## config.mk

```make
export PLATFORM = sky130hd
export DESIGN_NAME = safe_lock_ctrl_flat
export DESIGN_NICKNAME = d
export VERILOG_FILES = /design/src/rtl/safe_lock_if.sv /design/src/rtl/safe_lock_ctrl.sv /design/src/flat_wrapper.sv
export SDC_FILE = /design/constraint.sdc
export NUM_CORES = 1
export LEC_CHECK = 0
export BUFFER_PORTS_ARGS = -buffer_cell sky130_fd_sc_hd__buf_2
export CORE_MARGIN = 2
export CORE_UTILIZATION = 48
export DETAILED_ROUTE_END_ITERATION = 8
export PLACE_DENSITY_LB_ADDON = 0.12
export SLEW_MARGIN = 10
export SYNTH_ARGS = -nofsm -noshare
export SYNTH_HDL_FRONTEND = slang
export SYNTH_SLANG_ARGS = --single-unit
```

## constraint.sdc

```tcl
create_clock -name clk -period 2.3 [get_ports clk]
set_input_delay 0.23 -clock clk [delete_from_list [all_inputs] [get_ports clk]]
set_output_delay 0.23 -clock clk [all_outputs]
set_load 0.005 [all_outputs]
```

## src/rtl/safe_lock_if.sv

```systemverilog
// Operator-side bundle for the safe lock controller.
// master: dial/commit/lock/door/prog inputs; slave: display and status outputs.
interface safe_lock_if #(
  parameter int DIGITS   = 3,
  parameter int MAX_FAIL = 3
);
  localparam int IW = $clog2(DIGITS + 1);
  localparam int FW = $clog2(MAX_FAIL + 1);

  logic          cnten;
  logic          up;
  logic          dirch;
  logic          lock;
  logic          door_cls;
  logic          prog;
  logic [3:0]    bcd1;
  logic [3:0]    bcd0;
  logic          blank;
  logic          actuate_lock;
  logic          safe_open;
  logic          lockout;
  logic [IW-1:0] digit_idx;
  logic [FW-1:0] fail_cnt;

  modport master (
    output cnten, up, dirch, lock, door_cls, prog,
    input  bcd1, bcd0, blank, actuate_lock, safe_open,
    input  lockout, digit_idx, fail_cnt
  );

  modport slave (
    input  cnten, up, dirch, lock, door_cls, prog,
    output bcd1, bcd0, blank, actuate_lock, safe_open,
    output lockout, digit_idx, fail_cnt
  );
endinterface

```

## src/rtl/safe_lock_ctrl.sv

```systemverilog
// Combination safe controller: BCD dial, code check, lockout, relock, reprogram.
// Ports: clk, reset (async high), bus (safe_lock_if.slave) with dial inputs and status.
module safe_lock_ctrl #(
  parameter int                  DIGITS        = 3,
  parameter logic [8*DIGITS-1:0] CODE_INIT     = 24'h123456,
  parameter int                  MAX_FAIL      = 3,
  parameter int                  LOCKOUT_TICKS = 5000,
  parameter int                  ENTRY_TIMEOUT = 10000,
  parameter int                  RELOCK_TICKS  = 20000
) (
  input logic        clk,
  input logic        reset,
  safe_lock_if.slave bus
);
  localparam int IW = $clog2(DIGITS + 1);
  localparam int FW = $clog2(MAX_FAIL + 1);
  localparam int AW = (DIGITS > 1) ? $clog2(DIGITS) : 1;
  localparam int T1 = (LOCKOUT_TICKS > ENTRY_TIMEOUT) ?
                      LOCKOUT_TICKS : ENTRY_TIMEOUT;
  localparam int TMAX = (T1 > RELOCK_TICKS) ? T1 : RELOCK_TICKS;
  localparam int TW = $clog2(TMAX + 1);

  typedef enum logic [2:0] {
    LOCKED, ENTRY, UNLOCKED, DOOR_OPEN, PROGRAM, LOCKOUT
  } state_t;

  state_t        state, ns;
  logic [3:0]    tens, units, tens_n, units_n;
  logic [IW-1:0] idx, idx_n;
  logic [FW-1:0] fail_q, fail_n;
  logic          mis, mis_n;
  logic [TW-1:0] tmr, tmr_n;
  logic [7:0]    code [DIGITS];
  logic [7:0]    code_n [DIGITS];
  logic [7:0]    shadow [DIGITS];
  logic [7:0]    shadow_n [DIGITS];
  logic [7:0]    dial, dial_inc, dial_dec;
  logic [AW-1:0] slot;
  logic          commit, step, last, bad;
  logic          blank_q, act_q, open_q, lo_q;

  assign dial = {tens, units};
  assign slot = idx[AW-1:0];
  assign last = (idx == IW'(DIGITS - 1));
  assign bad  = mis || (dial != code[slot]);

  always_comb begin
    dial_inc = {tens, units + 4'd1};
    if (units == 4'd9)
      dial_inc = {(tens == 4'd9) ? 4'd0 : tens + 4'd1, 4'd0};
    dial_dec = {tens, units - 4'd1};
    if (units == 4'd0)
      dial_dec = {(tens == 4'd0) ? 4'd9 : tens - 4'd1, 4'd9};
  end

  // A commit takes the pre-cycle dial and swallows a coincident step.
  always_comb begin
    ns       = state;
    tens_n   = tens;
    units_n  = units;
    idx_n    = idx;
    fail_n   = fail_q;
    mis_n    = mis;
    tmr_n    = '0;
    code_n   = code;
    shadow_n = shadow;
    commit   = bus.dirch && (state == ENTRY || state == PROGRAM);
    step     = bus.cnten && !commit &&
               (state == LOCKED || state == ENTRY ||
                state == PROGRAM);
    if (step)
      {tens_n, units_n} = bus.up ? dial_inc : dial_dec;
    if (commit) begin
      {tens_n, units_n} = 8'h00;
      idx_n = idx + 1'b1;
    end
    unique case (state)
      LOCKED: begin
        if (bus.cnten) ns = ENTRY;
      end
      ENTRY: begin
        if (commit) begin
          mis_n = bad;
          if (last) begin
            idx_n = '0;
            mis_n = 1'b0;
            if (!bad) begin
              ns     = UNLOCKED;
              fail_n = '0;
            end else begin
              fail_n = fail_q + 1'b1;
              ns = (int'(fail_q) + 1 == MAX_FAIL) ?
                   LOCKOUT : LOCKED;
            end
          end
        end else if (!bus.cnten) begin
          if (tmr == TW'(ENTRY_TIMEOUT - 1)) begin
            ns                = LOCKED;
            {tens_n, units_n} = 8'h00;
            idx_n             = '0;
            mis_n             = 1'b0;
          end else begin
            tmr_n = tmr + 1'b1;
          end
        end
      end
      UNLOCKED: begin
        unique case (1'b1)
          !bus.door_cls: ns = DOOR_OPEN;
          bus.lock:      ns = LOCKED;
          bus.prog: begin
            ns    = PROGRAM;
            idx_n = '0;
          end
          default: begin
            if (tmr == TW'(RELOCK_TICKS - 1)) ns = LOCKED;
            else tmr_n = tmr + 1'b1;
          end
        endcase
      end
      DOOR_OPEN: begin
        if (bus.door_cls) ns = UNLOCKED;
      end
      PROGRAM: begin
        if (!bus.door_cls) begin
          ns                = DOOR_OPEN;
          {tens_n, units_n} = 8'h00;
          idx_n             = '0;
        end else if (commit) begin
          shadow_n[slot] = dial;
          if (last) begin
            code_n = shadow_n;
            idx_n  = '0;
            ns     = UNLOCKED;
          end
        end
      end
      LOCKOUT: begin
        if (tmr == TW'(LOCKOUT_TICKS - 1)) begin
          ns     = LOCKED;
          fail_n = '0;
        end else begin
          tmr_n = tmr + 1'b1;
        end
      end
      default: ns = LOCKED;
    endcase
  end

  always_ff @(posedge clk or posedge reset) begin
    if (reset) begin
      state   <= LOCKED;
      tens    <= 4'd0;
      units   <= 4'd0;
      idx     <= '0;
      fail_q  <= '0;
      mis     <= 1'b0;
      tmr     <= '0;
      for (int k = 0; k < DIGITS; k++) begin
        code[k]   <= CODE_INIT[8*(DIGITS-1-k) +: 8];
        shadow[k] <= 8'h00;
      end
      blank_q <= 1'b0;
      act_q   <= 1'b1;
      open_q  <= 1'b0;
      lo_q    <= 1'b0;
    end else begin
      state   <= ns;
      tens    <= tens_n;
      units   <= units_n;
      idx     <= idx_n;
      fail_q  <= fail_n;
      mis     <= mis_n;
      tmr     <= tmr_n;
      code    <= code_n;
      shadow  <= shadow_n;
      blank_q <= (ns == UNLOCKED) || (ns == DOOR_OPEN) ||
                 (ns == LOCKOUT);
      act_q   <= (ns == LOCKED) || (ns == ENTRY) ||
                 (ns == LOCKOUT);
      open_q  <= !((ns == LOCKED) || (ns == ENTRY) ||
                   (ns == LOCKOUT));
      lo_q    <= (ns == LOCKOUT);
    end
  end

  assign bus.bcd1         = tens;
  assign bus.bcd0         = units;
  assign bus.digit_idx    = idx;
  assign bus.fail_cnt     = fail_q;
  assign bus.blank        = blank_q;
  assign bus.actuate_lock = act_q;
  assign bus.safe_open    = open_q;
  assign bus.lockout      = lo_q;
endmodule

```

## src/flat_wrapper.sv

```systemverilog
// flat-port wrapper written by rule: the top's interface ports become plain ports
module safe_lock_ctrl_flat 
#(
  parameter int                  DIGITS        = 3,
  parameter logic [8*DIGITS-1:0] CODE_INIT     = 24'h123456,
  parameter int                  MAX_FAIL      = 3,
  parameter int                  LOCKOUT_TICKS = 5000,
  parameter int                  ENTRY_TIMEOUT = 10000,
  parameter int                  RELOCK_TICKS  = 20000
)
  (clk, reset, bus_cnten, bus_up, bus_dirch, bus_lock, bus_door_cls, bus_prog, bus_bcd1, bus_bcd0, bus_blank, bus_actuate_lock, bus_safe_open, bus_lockout, bus_digit_idx, bus_fail_cnt);
  safe_lock_if #(.DIGITS(DIGITS), .MAX_FAIL(MAX_FAIL)) bus_i ();
  input logic clk;
  input logic reset;
  input wire logic [$bits(bus_i.cnten)-1:0] bus_cnten;
  input wire logic [$bits(bus_i.up)-1:0] bus_up;
  input wire logic [$bits(bus_i.dirch)-1:0] bus_dirch;
  input wire logic [$bits(bus_i.lock)-1:0] bus_lock;
  input wire logic [$bits(bus_i.door_cls)-1:0] bus_door_cls;
  input wire logic [$bits(bus_i.prog)-1:0] bus_prog;
  output wire logic [$bits(bus_i.bcd1)-1:0] bus_bcd1;
  output wire logic [$bits(bus_i.bcd0)-1:0] bus_bcd0;
  output wire logic [$bits(bus_i.blank)-1:0] bus_blank;
  output wire logic [$bits(bus_i.actuate_lock)-1:0] bus_actuate_lock;
  output wire logic [$bits(bus_i.safe_open)-1:0] bus_safe_open;
  output wire logic [$bits(bus_i.lockout)-1:0] bus_lockout;
  output wire logic [$bits(bus_i.digit_idx)-1:0] bus_digit_idx;
  output wire logic [$bits(bus_i.fail_cnt)-1:0] bus_fail_cnt;
  assign bus_i.cnten = bus_cnten;
  assign bus_i.up = bus_up;
  assign bus_i.dirch = bus_dirch;
  assign bus_i.lock = bus_lock;
  assign bus_i.door_cls = bus_door_cls;
  assign bus_i.prog = bus_prog;
  assign bus_bcd1 = bus_i.bcd1;
  assign bus_bcd0 = bus_i.bcd0;
  assign bus_blank = bus_i.blank;
  assign bus_actuate_lock = bus_i.actuate_lock;
  assign bus_safe_open = bus_i.safe_open;
  assign bus_lockout = bus_i.lockout;
  assign bus_digit_idx = bus_i.digit_idx;
  assign bus_fail_cnt = bus_i.fail_cnt;
  safe_lock_ctrl #(.DIGITS(DIGITS), .CODE_INIT(CODE_INIT), .MAX_FAIL(MAX_FAIL), .LOCKOUT_TICKS(LOCKOUT_TICKS), .ENTRY_TIMEOUT(ENTRY_TIMEOUT), .RELOCK_TICKS(RELOCK_TICKS)) u_core (.clk(clk), .reset(reset), .bus(bus_i));
endmodule
```

==> summary by stage <==
Clock network
The clock-pin slew on the worst setup and hold paths is approximately 80 ps. Counting the buffers created by CTS gives 9. The number of buffers on the longest clock path is 2.

The H-tree generated during clock tree synthesis spans 3 levels. The insertion delay to the later sink of the worst-skew pair is roughly 350 ps. The clock root buffer is sky130_fd_sc_hd__clkbuf_8. Clock tree synthesis found a total of 75 sinks. The clock tree from TritonCTS is yes.

Place
The number of placed instances, taps included, is 643. In this run the tool buffered the top-level ports with 23 buffer cells. The placed instances occupy a cell area of 0.004885 mm2. The HPWL after detailed placement is 7.887 mm. The weighted congestion at the end of routability-driven global placement is 0.9314.

Logic synthesis
Of the total synthesized cell area, the portion taken by AND, OR, NAND and NOR gates is between 20% and 30%. The synthesized design contains 0 enable-type register cells. After synthesis, the cell types taking the most area are sky130_fd_sc_hd__dfrtp_1 (37%), sky130_fd_sc_hd__dfstp_2 (5.9%), sky130_fd_sc_hd__mux2i_1 (5.8%). The Yosys step of the flow raised 0 warnings. In the synthesized netlist, mux cells make up 7.113% of the area. In the post-synthesis netlist, the cell with the most instances is sky130_fd_sc_hd__dfrtp_1.

The post-synthesis instance total is 504. The synthesized-area fraction occupied by adder cells is 3.092%. The count of different cell masters after synthesis is 56. The synthesized design spends more area on one cell type than any other, namely sky130_fd_sc_hd__dfrtp_1. The xor/xnor share of the synthesized area is 2.558%. The post-synthesis average cell area is approximately 9 um2. Sorting the synthesized cells by how often they occur yields sky130_fd_sc_hd__dfrtp_1 (65), sky130_fd_sc_hd__nand2_1 (64), sky130_fd_sc_hd__nor2_1 (49).

The fraction of the mapped netlist area in compound gates is between 10% and 20%. The area share of the leading cell type in the synthesized netlist is 36.55%. After synthesis the netlist holds a flip-flop and latch count of 75.

The net count after synthesis is 523. The main flop type after synthesis is sky130_fd_sc_hd__dfrtp_1. The proportion of synthesized chip area in sequential cells is a little over two fifths. The post-synthesis instance area is 0.004451 mm2.

The async set or reset register ratio after synthesis is 100.0%. By area, the combinational part of the netlist is dominated by simple AND/OR/NAND/NOR gates.

Power and ir drop
Dividing total power by cell area gives a power density of 1054 mW/mm2. Of the total power, the share spent switching nets is 38.51%. Internal power comes to 3349 uW. The logic gate share of total power is 44.6%. The static leakage power is between 0.002 and 0.0025 uW. Across the VDD grid, the largest voltage drop is just over 400 uV. The net switching power is 2098 uW. Of the total power, registers draw 34.6%. The share of total power dissipated in the clock network is around a fifth.

Timing
The worst pin sits at a relative slew slack of between 60% and 70%. The final setup skew is approximately 11 ps. Setup violations remaining at the end of the flow were counted as 0. The number of slew-limit violations in the final report is 0.

The hold violation total from the final report was 0. The slew at the pin with the worst max-slew slack is 594.2 ps. The worst slack on hold paths is 280.9 ps. Setup repair after global routing could not meet its margin everywhere. The final cycle utilization of the critical path is 99.90%. Setup total negative slack on the finished layout was measured at 0 ps. The clock period minus final worst setup slack is 2298 ps.

The achievable frequency is around 440 MHz.

Worst setup path
The critical path arrival is 2540 ps. The endpoint of the worst register-to-register path is u_core.bus.safe_open. The start of the worst register-to-register path is u_core.bus.digit_idx[1]. The critical path capture point type is a register.

Of all nets on the critical path, the largest fanout is 9. The worst path required time is 2540 ps. The setup check on the worst reg-to-reg path leaves a slack of ~2.3 ps. The type of origin of the critical path is a register. The critical path start-end classification is reg -> reg. In this run the worst setup path terminates at u_core.bus.safe_open. The source of the critical timing path is u_core.bus.digit_idx[1]. For the worst flop-to-flop path, the logic depth is 7.

Global route
The initial antenna violation count is 0. The number of global-route vias before repair is roughly 3800. The pin count of the biggest net entering global routing is 44. The total overflow reported by the global router is 0.

The first global-routing pass estimated 18.44 mm of wire. In the global route stage, overall resource usage came out at 23.04%.

Detailed routing
The DRC violation count after routing is 0. After detailed routing, the total wire length is about 11 mm. The average detailed-routed wire length per instance is around 17 um. Once detail routing completed, the nets flagged for antenna violations numbered 0. Using the TritonRoute via totals, the vias-per-cell ratio works out to 5.677. The via count is 3747.

For this run, the detailed router's first-pass iteration total came to 4. After the first detailed-routing iteration, the DRC count stood at 126.

Final layout
The final net count is ~560. 0 antenna diodes ended up in the layout. The post-layout instance count excluding filler cells is between 600 and 700.

Measured on the finished design, the core utilization comes to 56.72%. The area of all placed cells without fillers is between 0.005 and 0.006 mm2. The multi-input combinational cells in the finished layout cover a total of roughly 0.0024 mm2.

The register cell area after layout is 0.001891 mm2. The synthesis-to-layout area growth is 16.08%. The fill cell total of the finished layout is roughly 860. Of the cells placed in the final design, the portion with a size suffix greater than 1 is 20.04%.

Floorplanning
The floorplan step set the die height to 100.3 um. In this run the core area contains 35 standard-cell rows. The total die area is about 0.01 mm2. The total core area is 0.009109 mm2.

The initial cell density of the core is 48.86%. The top-level port count is 24. Measured along the x axis, the die boundary spans 100.3 um.

Run
The max-cap check violation count is 0.

Hold path
In this run the worst hold path is classified as in -> reg.

Outcome
The flow ran to the end, and the final reports show no timing, DRC or antenna violations.
[power groups by stage]
stage	clock (uW)	combinational, uW	sequential (uW)
global route	1220	2710	1920
detailed placement	0	2360	1890
global placement	0	2320	1880
finish	1130	2430	1880
floorplan	0	1640	1780
CTS	1170	2390	1870
[critical path, cell delays in order, from the launching register on]
cell and delay [ps]:
sky130_fd_sc_hd__dfrtp_1 400, sky130_fd_sc_hd__buf_6 140, sky130_fd_sc_hd__and2b_1 240, sky130_fd_sc_hd__nor4b_4 230, sky130_fd_sc_hd__o32ai_2 110, sky130_fd_sc_hd__or4_4 610, sky130_fd_sc_hd__a31o_4 280, sky130_fd_sc_hd__a21o_1 170
[layout make-up]
type / instances / area share (%)
inverter: 15 / 1.114
sequential: 75 / 36.59
timing repair buffer: 66 / 9.324
clock buffer: 9 / 2.398
multi-input combinational: 377 / 45.89
clock inverter: 7 / 1.986
tap: 111 / 2.688
[state kept, by name (all words and copies together) (netlist names)]
signal,count
u_core.bus.safe_open,1
u_core.tmr,15
u_core.bus.bcd0,4
u_core.bus.bcd1,4
u_core.mis,1
u_core.bus.actuate_lock,1
u_core.shadow,16
u_core.bus.blank,1
u_core.bus.fail_cnt,2
u_core.bus.digit_idx,2
u_core.code,24
u_core.bus.lockout,1
u_core.state,3
[how the worst min path moves through the flow]
stage | startpoint | to | slack (ps) | cells past startpoint
2_1_floorplan | bus_door_cls | u_core.tmr[4] | 430 | 2
3_3_place_gp | reset | u_core.code[16] | 310 | 2
3_5_place_dp | reset | u_core.code[0] | 310 | 2
4_1_cts | bus_door_cls | u_core.tmr[4] | 280 | 3
5_1_grt | bus_door_cls | u_core.tmr[4] | 320 | 3
6_report | bus_door_cls | u_core.tmr[4] | 280 | 3
[per-layer routing]
metal | vias up | GRT usage [%] | part of all wire (%)
met3 | 23 | 3.203 | 2.9
met2 | 83 | 38.20 | 49
li1 | 1847 | - | -
met1 | 1794 | 29.56 | 45
met4 | 0 | 11.49 | 2.7
met5 | - | 0 | 0
[cells by family (layout without fill, tap and decap cells)]
kind of cell,count (synthesis),in the layout
compound gates,105,105
xor+xnor,13,13
fa+ha+maj,11,11
buf+inv,52,97
flops,75,75
mux,31,31
simple gates,217,217
[cell usage in the layout, fill, tap and decap left out, types with 16 or more instances in the layout]
master / instances
sky130_fd_sc_hd__nand2_1: 63
sky130_fd_sc_hd__nand3_1: 16
sky130_fd_sc_hd__o21ai_0: 22
sky130_fd_sc_hd__nor2_1: 49
sky130_fd_sc_hd__nand2b_1: 18
sky130_fd_sc_hd__a21oi_1: 37
sky130_fd_sc_hd__dfrtp_1: 64
sky130_fd_sc_hd__buf_2: 23
sky130_fd_sc_hd__mux2i_1: 26
sky130_fd_sc_hd__buf_4: 38
[per-stage QoR]
step | worst slack [ps] | total power (uW)
after floorplan | 34.71 | 3425
after global placement | -23.56 | 4198
after detailed placement | -57.42 | 4255
after CTS | 37.62 | 5422
after global routing | -58.49 | 5845
final | 2.335 | 5447
[timing repair]
action | CTS | global route
pin swaps | 0 | 3
hold buffers | 1 | 0
setup buffers | 0 | 0
endpoints found under the setup margin | 4 | 8
hold endpoints to repair | 27 | 0
resized for setup | 1 | 9
Note: power is estimated with default switching activity, not from simulation.
